File: config.mk
export PLATFORM = sky130hd
export DESIGN_NAME = lfu_finder_n
export DESIGN_NICKNAME = d
export VERILOG_FILES = /design/src/rtl/lfu_finder_n.sv
export SDC_FILE = /design/constraint.sdc
export NUM_CORES = 1
export LEC_CHECK = 0
export BUFFER_PORTS_ARGS = -buffer_cell sky130_fd_sc_hd__buf_2
export CAP_MARGIN = 10
export CORE_UTILIZATION = 64
export DETAILED_ROUTE_END_ITERATION = 16
export PLACE_DENSITY = 0.94
export SYNTH_ARGS = -nofsm -noshare
export SYNTH_HDL_FRONTEND = slang
export SYNTH_SLANG_ARGS = --single-unit
export TNS_END_PERCENT = 10
File: constraint.sdc
create_clock -name clk -period 10.6 [get_ports clk]
set_input_delay 1.59 -clock clk [delete_from_list [all_inputs] [get_ports clk]]
set_output_delay 1.59 -clock clk [all_outputs]
set_load 0.005 [all_outputs]
File: src/rtl/lfu_finder_n.sv
`default_nettype none
// +----------------------------------------------------------------------------+
// | lfu_finder_n : N-entry least-frequently-used victim finder with saturating |
// |                per-buffer counters; LFU_AGING_EN enables halving on sat.   |
// | Revision     : 1.0                                                         |
// +----------------------------------------------------------------------------+
module lfu_finder_n #(
  parameter int NBUF  = 4,
  parameter int IDX_W = 2,
  parameter int CNT_W = 4
) (
  input  logic             clk,
  input  logic             rst_n,
  input  logic             ref_vld,
  input  logic [IDX_W-1:0] ref_buf_numbr,
  input  logic             new_buf_req,
  output logic [IDX_W-1:0] buf_num_replc,
  output logic             age_pls
);

  localparam int               NLEAF = 1 << IDX_W;
  localparam int               NNODE = 2 * NLEAF - 1;
  localparam logic [CNT_W-1:0] CMAX  = '1;

  logic [CNT_W-1:0] cnt_q [NBUF];
  logic [CNT_W-1:0] cnt_d [NBUF];
  logic [IDX_W-1:0] replc_q;
  logic [IDX_W-1:0] replc_d;
  logic             age_q;
  logic             age_d;
  logic             ref_ok;
  logic [CNT_W-1:0] ref_cnt;

  logic [CNT_W-1:0] node_cnt [NNODE];
  logic [IDX_W-1:0] node_idx [NNODE];
  logic             node_vld [NNODE];

  // Out-of-range indices (non-power-of-2 pools) are treated as no reference.
  always_comb begin
    ref_ok  = ref_vld && ({1'b0, ref_buf_numbr} < (IDX_W + 1)'(NBUF));
    ref_cnt = '0;
    for (int i = 0; i < NBUF; i++) begin
      if (ref_buf_numbr == IDX_W'(i)) begin
        ref_cnt = cnt_q[i];
      end
    end
`ifdef LFU_AGING_EN
    age_d = ref_ok && (ref_cnt == CMAX);
`else
    age_d = 1'b0;
`endif
  end

  always_comb begin
    for (int i = 0; i < NBUF; i++) begin
      cnt_d[i] = age_d ? (cnt_q[i] >> 1) : cnt_q[i];
      if (new_buf_req && (replc_q == IDX_W'(i))) begin
        cnt_d[i] = '0;
      end
      if (ref_ok && (ref_buf_numbr == IDX_W'(i)) && (cnt_d[i] != CMAX)) begin
        cnt_d[i] = cnt_d[i] + CNT_W'(1);
      end
    end
  end

  // Binary min-tree over the next-state counts; the left child carries the
  // lower indices, so equal counts resolve toward the left.
  always_comb begin
    for (int i = 0; i < NBUF; i++) begin
      node_cnt[NLEAF-1+i] = cnt_d[i];
      node_idx[NLEAF-1+i] = IDX_W'(i);
      node_vld[NLEAF-1+i] = 1'b1;
    end
    for (int i = NBUF; i < NLEAF; i++) begin
      node_cnt[NLEAF-1+i] = '0;
      node_idx[NLEAF-1+i] = IDX_W'(i);
      node_vld[NLEAF-1+i] = 1'b0;
    end
    for (int k = NLEAF - 2; k >= 0; k--) begin
      if (node_vld[2*k+2] &&
          (!node_vld[2*k+1] || (node_cnt[2*k+2] < node_cnt[2*k+1]))) begin
        node_cnt[k] = node_cnt[2*k+2];
        node_idx[k] = node_idx[2*k+2];
      end else begin
        node_cnt[k] = node_cnt[2*k+1];
        node_idx[k] = node_idx[2*k+1];
      end
      node_vld[k] = node_vld[2*k+1] | node_vld[2*k+2];
    end
    replc_d = node_idx[0];
  end

  always_ff @(posedge clk or negedge rst_n) begin
    if (!rst_n) begin
      for (int i = 0; i < NBUF; i++) begin
        cnt_q[i] <= '0;
      end
      replc_q <= '0;
      age_q   <= 1'b0;
    end else begin
      for (int i = 0; i < NBUF; i++) begin
        cnt_q[i] <= cnt_d[i];
      end
      replc_q <= replc_d;
      age_q   <= age_d;
    end
  end

  assign buf_num_replc = replc_q;
  assign age_pls       = age_q;

endmodule
`default_nettype wire

==> flow_summary.ini <==
[logic_synthesis]
synthCells = 151
synthesis.area_um2 = 1410
synth_cell_types = 41
async_flop_share_pct = 100
yosys_most_used_dff = dfrtp_1
synth_edf_count = 0
yosysWarnings = 0
ys_seq_area_share_pct = 32.0
syn_avg_cell_area_um2 = 9.31
synth-seq-cells = 18
synth_fp_nets = 172

[final_layout]
final_layout_size_suffix_gt1_share_pct = 14.3
num_antenna_cells = 0
stdcell_area_um2 = 1500
syn_to_final_growth_pct = 6.94
final_core_util_pct = 74.4
most-common-layout-cells = dfrtp_1, ha_1, nand2_1, inv_1, and2_1
nets = 183
layout_commonest_cell = dfrtp_1

[floorplanning]
die_w_um = 48.9
start_util_pct = 69.6
core_um2 = 2020
rows = 16
die_area_um2 = 2390
die_y_um = 48.9
io-pin-count = 9

[worst_setup_path]
regToRegSetupSlack_ps = 6000
path_max_fanout = 8
worstPathRequired_ps = 10790
cp-end-kind = flop
cp.depth = 20
slowest_stage = mux2_2
crit_end = buf_num_replc[0]
crit_type = input port to flop
cp.arrival_ps = 5650
rr_startpoint = buf_num_replc[0]
worst-path-buf-inv = 2
worst_r2r_path_depth = 19
startpoint_type = input port
crit_chain = buf_2, nand3b_1, and2_1, ha_1, and3_1, a21boi_4, nand2_1, xor2_1, inv_1, ha_1, a21oi_1, o21bai_1, nor2_2, mux2_2, ha_1, o21ai_0, nand2b_1, a21oi_1, a21oi_1, o2bb2a_1
rr_endpoint = buf_num_replc[0]
path_delay_family = compound AO/OA/AOI/OAI gates
critPathLaunch = new_buf_req
max_stage_delay_ps = 360

[timing]
max_freq_mhz = 183
hold_violations = 0
slew_violations = 0
fin_tns_setup_ps = 0
min_period_ps = 5460
rsz0062_at_grt = no
clock_skew_ps = 1.34
setup_viol = 0
min_period_over_period_pct = 51.5

[cts]
post_cts_buffers = 0
cts_resized = 0
ctsHoldBuffers = 0
cts_tree = yes
cts-root-buf = clkbuf_4
htreeDepth = 1
clock-sinks = 18
numCtsBuffers = 3
cts_max_path_buffers = 2
clock_latency_ps = 300
path_clk_slew_ps = 100

[grt]
overflow = 0
grt_pass1_vias = 1238
grt_pass1_wl_um = 5530
grt_antenna_before_repair = 0
grt_max_degree = 19
track_usage_pct = 29.9

[routing]
drt_first_pass_iters = 4
ant_nets = 0
drc_errors = 0
viasPerCell = 6.21
drt_iter0_drc = 16
num_vias = 1167
detail_route.wl_per_cell_um = 15.7
totalWireLength_um = 2960

[power]
p_int_mw = 0.231
p_clk_share_pct = 10.5
leakage_nw = 0.726
p_sw_share_pct = 43.7
p_switching_mw = 0.179
powerDensity_nw_per_um2 = 273
seqPwrFrac_pct = 27.3
ir_drop_mv = 0.185
comb_power_share_pct = 62.2

[placed_design]
postPlaceCellArea_um2 = 1470
io_buffers = 7
gp_routability_congestion = 0.876
dp_hpwl_um = 2380

[outcome]
status = finished, final reports clean

[run]
maxCapViolCount = 0

[hold_path]
hold_class = flop to flop
metrics by stage:
| step | setup WS [ps] | hold WS [ps] | cells | power (mW) |
|---|---|---|---|---|
| after floorplan | 5470 | 558 | 151 | 0.302 |
| after global placement | 5130 | 597 | 184 | 0.339 |
| after detailed placement | 4920 | 612 | 184 | 0.362 |
| after CTS | 5220 | 625 | 188 | 0.409 |
| after global routing | 4840 | 675 | 188 | 0.455 |
| final | 5140 | 637 | 188 | 0.410 |
cells by family (layout without fill, tap and decap cells):
logic type,count (synthesis),after routing,share of synthesized area (%)
and+or+nand+nor,63,63,26.6
AOI/OAI and AO/OA,27,27,13.9
DFF,18,18,32.0
adders and majority gates,15,15,13.3
buffers and inverters,12,22,3.47
muxes,8,8,6.05
xor gates and xnor gates,7,7,4.36
other,1,1,0.267
tightest hold or removal path: cells and delay by family (launching register included):
kind / cells / cell delay, ps
AND/OR/NAND/NOR: 1 / 80
flip-flops: 1 / 420
XOR/XNOR: 1 / 100
worst min path at each step:
stage                    end  slack [ps]     start  cells after the start
CTS                 cnt_q[2]         630  cnt_q[2]                      2
detailed placement  cnt_q[2]         610  cnt_q[2]                      2
floorplan           cnt_q[2]         560  cnt_q[2]                      2
global placement    cnt_q[2]         600  cnt_q[2]                      2
finish              cnt_q[2]         640  cnt_q[2]                      2
global route        cnt_q[2]         670  cnt_q[2]                      2
routing by layer:
layer  up-vias  global-route usage (%)  routed length, um
met2        23                    55.6               1600
met5         -                       0                  0
met1       571                    33.9               1210
met3         8                    5.92                 94
met4         0                    9.80                 53
li1        565                       -                  -
power by group through the flow:
stage          combinational [mW]  sequential (mW)  clock [mW]
6_report                    0.255            0.112      0.0432
5_1_grt                     0.293            0.116      0.0467
3_3_place_gp                0.228            0.110           0
4_1_cts                     0.254            0.111      0.0446
3_5_place_dp                0.250            0.113           0
2_1_floorplan               0.194            0.108           0
state kept, by name (all words and copies together), names as in the netlist:
| register | flops |
|---|---|
| cnt_q | 16 |
| buf_num_replc | 2 |
final cells by class:
| type | count | area [um2] |
|---|---|---|
| Tap cell | 27 | 33.8 |
| Fill cell | 142 | 518 |
| Clock buffer | 4 | 36.3 |
| Inverter | 11 | 41.3 |
| Sequential cell | 18 | 450 |
| Timing Repair Buffer | 7 | 35.0 |
| Multi-Input combinational cell | 121 | 907 |
Yosys cell counts, types with 2 or more instances:
library cell	n	area (um2)
or2_2	2	12.5
xnor2_1	3	26.3
ha_1	15	188
nor3_1	2	10.0
nand3_1	6	30.0
nor2_1	5	18.8
nand2b_1	2	12.5
xor2_1	4	35.0
nand4_1	5	31.3
a211oi_1	2	15.0
and3_1	4	25.0
nand2_1	14	52.6
mux2_2	4	45.0
and2_1	10	62.6
o21ai_0	5	25.0
nand3b_1	3	22.5
a21oi_1	8	40.0
inv_1	11	41.3
o211ai_1	3	22.5
and2b_1	2	15.0
mux2i_1	4	40.0
dfrtp_1	18	450
Power figures use the tool's default switching activity.
